--- src/rtl/rca_pkg.sv ---
// ============================================================================
// Module      : rca_pkg
// Description : Shared constants for the 4-bit ripple-carry adder.
// Revision    : 1.0
// ============================================================================
`default_nettype none

package rca_pkg;

  localparam int RCA_WIDTH = 4;

  // Reset contents of the registered result stage.
  localparam logic [RCA_WIDTH-1:0] RCA_SUM_RST  = '0;
  localparam logic                 RCA_FLAG_RST = 1'b0;

endpackage : rca_pkg

`default_nettype wire

--- src/rtl/rca_full_adder.sv ---
// ============================================================================
// Module      : full_adder
// Description : Single-bit full-adder cell used as one ripple stage.
// Revision    : 1.0
// ============================================================================
`default_nettype none

module full_adder (
  input  logic a,
  input  logic b,
  input  logic cin,
  output logic s,
  output logic cout
);

  assign s    = a ^ b ^ cin;
  assign cout = (a & b) | (a & cin) | (b & cin);

endmodule : full_adder

`default_nettype wire

--- src/rtl/rca.sv ---
// ============================================================================
// Module      : rca
// Description : 4-bit ripple-carry adder with combinational sum/carry and a
//               registered sum, carry-out and two's-complement overflow.
// Revision    : 1.0
// ============================================================================
`default_nettype none

module rca
  import rca_pkg::*;
(
  input  logic                 clk,
  input  logic                 rst,
  input  logic                 a0,
  input  logic                 a1,
  input  logic                 a2,
  input  logic                 a3,
  input  logic                 b0,
  input  logic                 b1,
  input  logic                 b2,
  input  logic                 b3,
  input  logic                 cin,
  output logic                 s0,
  output logic                 s1,
  output logic                 s2,
  output logic                 s3,
  output logic                 c3,
  output logic [RCA_WIDTH-1:0] sum_q,
  output logic                 cout_q,
  output logic                 ovf_q
);

  logic [RCA_WIDTH-1:0] w_a;
  logic [RCA_WIDTH-1:0] w_b;
  logic [RCA_WIDTH-1:0] w_s;
  // w_c[i] is the carry into stage i; w_c[RCA_WIDTH] is the final carry out.
  logic [RCA_WIDTH:0]   w_c;
  logic                 w_ovf;

  logic [RCA_WIDTH-1:0] r_sum_q;
  logic                 r_cout_q;
  logic                 r_ovf_q;

  assign w_a    = {a3, a2, a1, a0};
  assign w_b    = {b3, b2, b1, b0};
  assign w_c[0] = cin;

  for (genvar i = 0; i < RCA_WIDTH; i++) begin : g_stage
    full_adder u_fa (
      .a    (w_a[i]),
      .b    (w_b[i]),
      .cin  (w_c[i]),
      .s    (w_s[i]),
      .cout (w_c[i+1])
    );
  end

  assign s0 = w_s[0];
  assign s1 = w_s[1];
  assign s2 = w_s[2];
  assign s3 = w_s[3];
  assign c3 = w_c[RCA_WIDTH];

  // Signed overflow: carry into the sign bit differs from carry out of it.
  assign w_ovf = w_c[RCA_WIDTH-1] ^ w_c[RCA_WIDTH];

  always_ff @(posedge clk or posedge rst) begin
    if (rst) begin
      r_sum_q  <= RCA_SUM_RST;
      r_cout_q <= RCA_FLAG_RST;
      r_ovf_q  <= RCA_FLAG_RST;
    end else begin
      r_sum_q  <= w_s;
      r_cout_q <= w_c[RCA_WIDTH];
      r_ovf_q  <= w_ovf;
    end
  end

  assign sum_q  = r_sum_q;
  assign cout_q = r_cout_q;
  assign ovf_q  = r_ovf_q;

endmodule : rca

`default_nettype wire

--- config.mk ---
export PLATFORM = sky130hd
export DESIGN_NAME = rca
export DESIGN_NICKNAME = d
export VERILOG_FILES = /design/src/rtl/rca_pkg.sv /design/src/rtl/rca_full_adder.sv /design/src/rtl/rca.sv
export SDC_FILE = /design/constraint.sdc
export NUM_CORES = 1
export LEC_CHECK = 0
export CELL_PAD_IN_SITES_DETAIL_PLACEMENT = 1
export CELL_PAD_IN_SITES_GLOBAL_PLACEMENT = 2
export CORE_UTILIZATION = 18
export DETAILED_ROUTE_END_ITERATION = 8
export PLACE_DENSITY_LB_ADDON = 0.1
export SETUP_SLACK_MARGIN = 0.05
export SYNTH_ARGS = -nofsm -noshare
export SYNTH_HDL_FRONTEND = slang
export SYNTH_SLANG_ARGS = --single-unit
--- constraint.sdc ---
create_clock -name clk -period 6.4 [get_ports clk]
set_input_delay 1.28 -clock clk [delete_from_list [all_inputs] [get_ports clk]]
set_output_delay 1.28 -clock clk [all_outputs]
set_load 0.01 [all_outputs]
==> results of run 1 <==
-- cell usage after synthesis (all sizes together) --
master,number,area (um^2)
xnor2,1,8.76
inv,11,41.3
dfrtp,6,150
fa,4,80.1
-- state kept, by name, summed over array words and instances (netlist names) --
name and cells:
sum_q 4, ovf_q 1, cout_q 1
-- final timing paths --
check / startpoint / endpoint / slack, ns / cells past startpoint
max in group asynchronous: rst / sum_q[1]$_DFF_PP0_ / 4.96 / 2
worst max-delay path: a0 / s3 / 1.25 / 10
worst min-delay path: rst / sum_q[3]$_DFF_PP0_ / 1.26 / 2
min in group clk: cin / sum_q[0]$_DFF_PP0_ / 1.75 / 4
-- power by group through the flow --
stage               Combinational, mW  Sequential [mW]  Clock [mW]
finish                         0.0468           0.0460      0.0322
CTS                            0.0478           0.0462      0.0334
global route                   0.0506           0.0466      0.0388
detailed placement             0.0479           0.0467           0
global placement               0.0471           0.0462           0
floorplan                      0.0130           0.0502           0
-- metrics by stage --
stage | cell area (um^2) | hold slack [ns]
6_report | 532 | 1.26
5_1_grt | 532 | 1.26
4_1_cts | 532 | 1.26
3_5_place_dp | 509 | 1.50
3_3_place_gp | 509 | 1.50
2_1_floorplan | 280 | 1.07
-- final cells by class --
type                    instances  area share, %
multi-input cells               5           16.7
inverters                      11           7.76
flip-flops and latches          6           28.2
clock buffers                   3           4.24
repair buffers                 21           39.5
well taps                      15           3.53
-- per-layer routing --
| metal | wire (um) | GRT usage [%] | up-vias | share of wire (%) |
|---|---|---|---|---|
| met5 | 0 | 0 | - | 0 |
| met4 | 0 | 9.68 | 0 | 0 |
| met3 | 37 | 1.30 | 0 | 6.9 |
| met2 | 305 | 12.5 | 11 | 57 |
| met1 | 190 | 6.63 | 106 | 36 |
| li1 | - | - | 104 | - |
-- cells by family after synthesis --
kind of cell  after synthesis  synth area share (%)
buf+inv                    11                  14.7
flops                       6                  53.6
fa+ha+maj                   4                  28.6
xor+xnor                    1                  3.13
==> out/summary.md, run 1 <==
• 5.12 ns — Critical Path RT
• 0.0305 mW — switching power of the nets
• 58 — number of placed instances, taps included
• sky130_fd_sc_hd__clkdlybuf4s50_1 — most common cell after layout, fill and taps aside
• 0 — post-cts sizing count
• 6 — synthesized flop and latch total
• done — clock tree from TritonCTS
• 0 — Final ANT Viol Nets
• 7.47% — GR Util All Layers
• adder cells — Top Family by Delay on Critical Path
• 150 um^2 — area taken by flip-flops and latches
• 0 — remaining global-route overflow
• 3 — first-pass iteration count of the detailed router
• 53.6% — sequential share of the synthesized area
• 533 um — total wirelength of the detailed-routed design
• 0 — number of buffers inserted by post-CTS setup repair
• output pin — CP endpoint kind
• 0 — post-cts hold buffer count
• 0.596 — weighted congestion reported at the end of routability-driven placement
• 3.87 ns — CP Data Arrival Time
• 235 nW/um^2 — power per unit of standard cell area
• 0.04 ns — Clock transition at path regs
• 250 — via count of the first global-routing pass
• 6 — CP Buf/Inv Count
• 80.5% — fraction of the cycle the final worst path needs
• 24.4% — Sw Ratio
• sky130_fd_sc_hd__clkbuf_4 — Clock Tree Root
• 38.9% — final core area utilization
• 0 ns — sum of negative setup slack
• 37.5% — part of the power in combinational logic
• in2out — path type of the worst setup path
• 0.125 mW — total power after layout
• 85.7% — relative slew slack
• 491 um — HPWL reported at the end of detailed placement
• clkdlybuf4s50_1, inv_1, fa_1, inv_1, fa_1, fa_1, inv_1, fa_1, inv_1, clkdlybuf4s50_1 — cell-by-cell trace of the critical path
• 6 — TritonCTS sink count
• 0.0000688 V — worst vdd rail ir drop
• 1.25 ns — final worst slack
• 194 MHz — Fmax achieved
• 1.24 ns — Place WS
• 0 — yosys synthesis warning count
• 63 — Final nets
• 5.15 ns — Final Critical Period
• 0.53 ns — delay of the slowest cell on the worst path
• 1370 um^2 — standard cell core area
• 4 — Distinct cells, synth
• 0.256 nW — leakage power
• sky130_fd_sc_hd__clkdlybuf4s50_1, sky130_fd_sc_hd__inv_1, sky130_fd_sc_hd__dfrtp_1, sky130_fd_sc_hd__fa_1, sky130_fd_sc_hd__clkbuf_4 — commonest cells after routing, fill and taps aside
• primary input — launching element type of the critical path
• 0 — maximum capacitance violations
• 0 — max-slew violation count
• 13 — std cell rows
• 25.8% — clock power share
• 61 — number of non-filler instances in the completed layout
• 7 — maximum number of pins on one net before global-route repair
• 0 — total count of hold-check failures in the final report
• 20.5% — starting density of the core
• 0.214 ns — actual transition at the worst max-transition pin
• 1 — count of H-tree levels built during CTS
• 2 — CTS max path bufs
• 221 — detailed-route via count
• 41.5 um — height of the die
• 89.7% — Synth-to-Final Area Change
• 3 — CTS Buf Count
• 88.8 um^2 — area taken by multi-input logic gates
• 917 um — first-pass GRT wire length
• 7 — Initial DRC Count
• 1720 um^2 — area enclosed by the die boundary
• no — unrepaired setup endpoints after global routing
• 165 — fill count
• 36.8% — share of total power in sequential cells
• 22 — # IOs
• 0.0945 mW — Pint
• 37 — net count after synthesis
• 0 — antenna diode instance count
• 6.52% — proportion of layout cells with a drive suffix above 1
• 2 — Critical Path Fanout Max
• 22 — synthesized netlist cell count
• 280 um^2 — netlist area before placement
• 0 — antenna violations before repair
• 41.5 um — Die Width
• 3.62 — number of vias per cell
• complete, no violations — status
• 0 — number of failing setup endpoints in the final timing report
• sky130_fd_sc_hd__clkdlybuf4s50_1 — CP max stage cell
• 8.74 um — Wirelength per Cell
• 12.7 um^2 — average size of a mapped cell
• 0 — DRC
• 21 — Port Buffers
• in2async — classification of the worst-slack hold path
Power figures use the tool's default switching activity.
==> run 2: changes to the inputs <==
--- a/config.mk
+++ b/config.mk
@@ -7,7 +7,7 @@
 export LEC_CHECK = 0
 export CELL_PAD_IN_SITES_DETAIL_PLACEMENT = 1
 export CELL_PAD_IN_SITES_GLOBAL_PLACEMENT = 2
-export CORE_UTILIZATION = 18
+export CORE_UTILIZATION = 16
 export DETAILED_ROUTE_END_ITERATION = 8
 export PLACE_DENSITY_LB_ADDON = 0.1
 export SETUP_SLACK_MARGIN = 0.05
==> constraint.sdc (replaced) <==
create_clock -name clk -period 5 [get_ports clk]
set_input_delay 1 -clock clk [delete_from_list [all_inputs] [get_ports clk]]
set_output_delay 1 -clock clk [all_outputs]
set_load 0.01 [all_outputs]
==> run 2 against run 1 <==
Net effect: total power rose by 28%; combinational power rose by 30%; via count rose by 3.2%; global-route usage fell by 0.32 points; first-iteration DRC count fell by 71%; routed wire length rose by 12%; die area rose by 12%; design area rose by 0.24%; final cell count rose by 1.6%; critical path type unchanged; largest cell class unchanged.
==> out/summary.md, run 2 (synthesis gave the netlist of run 1 again) <==
• 7 — maximum number of pins on one net before global-route repair
• 1 — count of H-tree levels built during CTS
• 36.7% — share of total power in sequential cells
• 0.604 — weighted congestion reported at the end of routability-driven placement
• 561 um — HPWL reported at the end of detailed placement
• no — unrepaired setup endpoints after global routing
• 0 — max-slew violation count
• 0 — DRC
• 6.52% — proportion of layout cells with a drive suffix above 1
• 62 — number of non-filler instances in the completed layout
• 25.5% — clock power share
• 92.0% — fraction of the cycle the final worst path needs
• 0.0000962 V — worst vdd rail ir drop
• 4 — number of flip-flops in the largest register
• 2 — Initial DRC Count
• 353 um — Detail Route met2 WL
• 3.68 — number of vias per cell
• 37.8% — part of the power in combinational logic
• 0 — remaining global-route overflow
• 43.9 um — height of the die
• 0 ns — sum of negative setup slack
• 63 — Final nets
• 248 — via count of the first global-routing pass
• 301 nW/um^2 — power per unit of standard cell area
• 59 — number of placed instances, taps included
• done — clock tree from TritonCTS
• sky130_fd_sc_hd__clkdlybuf4s50_1, sky130_fd_sc_hd__inv_1, sky130_fd_sc_hd__dfrtp_1, sky130_fd_sc_hd__fa_1, sky130_fd_sc_hd__clkbuf_4 — commonest cells after routing, fill and taps aside
• 0.121 mW — Pint
• 22 — # IOs
• 90.2% — Synth-to-Final Area Change
• 0 — Final ANT Viol Nets
• 595 um — total wirelength of the detailed-routed design
• 217 MHz — Fmax achieved
• 1580 um^2 — standard cell core area
• 14 — std cell rows
• 0 — post-cts sizing count
• 0 — total count of hold-check failures in the final report
• 4.60 ns — Final Critical Period
• 1920 um^2 — area enclosed by the die boundary
• primary input — launching element type of the critical path
• 43.9 um — Die Width
• 0.04 ns — Clock transition at path regs
• 0 — maximum capacitance violations
• 88.8 um^2 — area taken by multi-input logic gates
• complete, no violations — status
• 0 — number of failing setup endpoints in the final timing report
• 0 — number of buffers inserted by post-CTS setup repair
• 0 — antenna diode instance count
• 0 — post-cts hold buffer count
• in2out — path type of the worst setup path
• 3 — CTS Buf Count
• in2async — classification of the worst-slack hold path
• output pin — CP endpoint kind
• 196 um — met1 routed wirelength after detailed routing
• 3.60 ns — CP Data Arrival Time
• 85.9% — relative slew slack
• 0.211 ns — actual transition at the worst max-transition pin
• 5 — first-pass iteration count of the detailed router
• 0.0391 mW — switching power of the nets
• 191 — fill count
• 150 um^2 — area taken by flip-flops and latches
• met3 — DR top layer
• 7.16% — GR Util All Layers
• 0.256 nW — leakage power
• 6 — TritonCTS sink count
• 45 um — WL met3
• 924 um — first-pass GRT wire length
• 21 — Port Buffers
• 4.00 ns — Critical Path RT
• 24.4% — Sw Ratio
• sky130_fd_sc_hd__clkdlybuf4s50_1 — most common cell after layout, fill and taps aside
• 0 — antenna violations before repair
• 17.8% — starting density of the core
• 2 — Critical Path Fanout Max
• 9.60 um — Wirelength per Cell
• 2 — CTS max path bufs
• 228 — detailed-route via count
• sky130_fd_sc_hd__clkbuf_4 — Clock Tree Root
run 2: cell counts in the layout (fill, tap and decap cells not counted):
No cell type changed its count.
run 2: metal layers:
metal	global-route usage, %	up-vias
li1	-	105
met1	5.97	111
met2	12.5	12
met3	1.25	0
met4	9.09	0
met5	0	-
run 2: power by group through the flow:
stage / clock, mW / combinational (mW) / sequential (mW)
after floorplan: 0 / 0.0166 / 0.0642
after global placement: 0 / 0.0604 / 0.0591
after detailed placement: 0 / 0.0618 / 0.0597
after CTS: 0.0437 / 0.0620 / 0.0590
after global routing: 0.0472 / 0.0657 / 0.0594
final: 0.0409 / 0.0607 / 0.0588
run 2: worst paths after layout:
| check | cells after the start | endpoint | startpoint |
|---|---|---|---|
| min in group clk | 4 | sum_q[3]$_DFF_PP0_ | b3 |
| worst max-delay path | 10 | s3 | a0 |
| worst min-delay path | 2 | sum_q[1]$_DFF_PP0_ | rst |
| max in group asynchronous | 2 | ovf_q$_DFF_PP0_ | rst |
run 2: area by class of cell:
| class | count | share of cell area, % |
|---|---|---|
| multi-input cells | 5 | 16.7 |
| inverters | 11 | 7.75 |
| well taps | 16 | 3.76 |
| repair buffers | 21 | 39.4 |
| flip-flops and latches | 6 | 28.2 |
| clock buffers | 3 | 4.23 |
run 2: per-stage QoR:
stage / area (um^2) / hold WS (ns) / total power, mW / worst slack, ns / util, %
after floorplan: 280 / 0.791 / 0.0808 / 1.40 / -
after global placement: 510 / 1.22 / 0.119 / 0.431 / 32.4
after detailed placement: 510 / 1.25 / 0.122 / 0.359 / 32.4
after CTS: 533 / 1.00 / 0.165 / 0.358 / 33.8
after global routing: 533 / 1.01 / 0.172 / 0.297 / 33.8
final: 533 / 0.996 / 0.160 / 0.399 / 33.8
run 2: critical path: stages:
cell	delay, ns
sky130_fd_sc_hd__clkdlybuf4s50_1	0.40
sky130_fd_sc_hd__inv_1	0.08
sky130_fd_sc_hd__fa_1	0.18
sky130_fd_sc_hd__inv_1	0.05
sky130_fd_sc_hd__fa_1	0.38
sky130_fd_sc_hd__fa_1	0.41
sky130_fd_sc_hd__inv_1	0.09
sky130_fd_sc_hd__fa_1	0.40
sky130_fd_sc_hd__inv_1	0.08
sky130_fd_sc_hd__clkdlybuf4s50_1	0.53
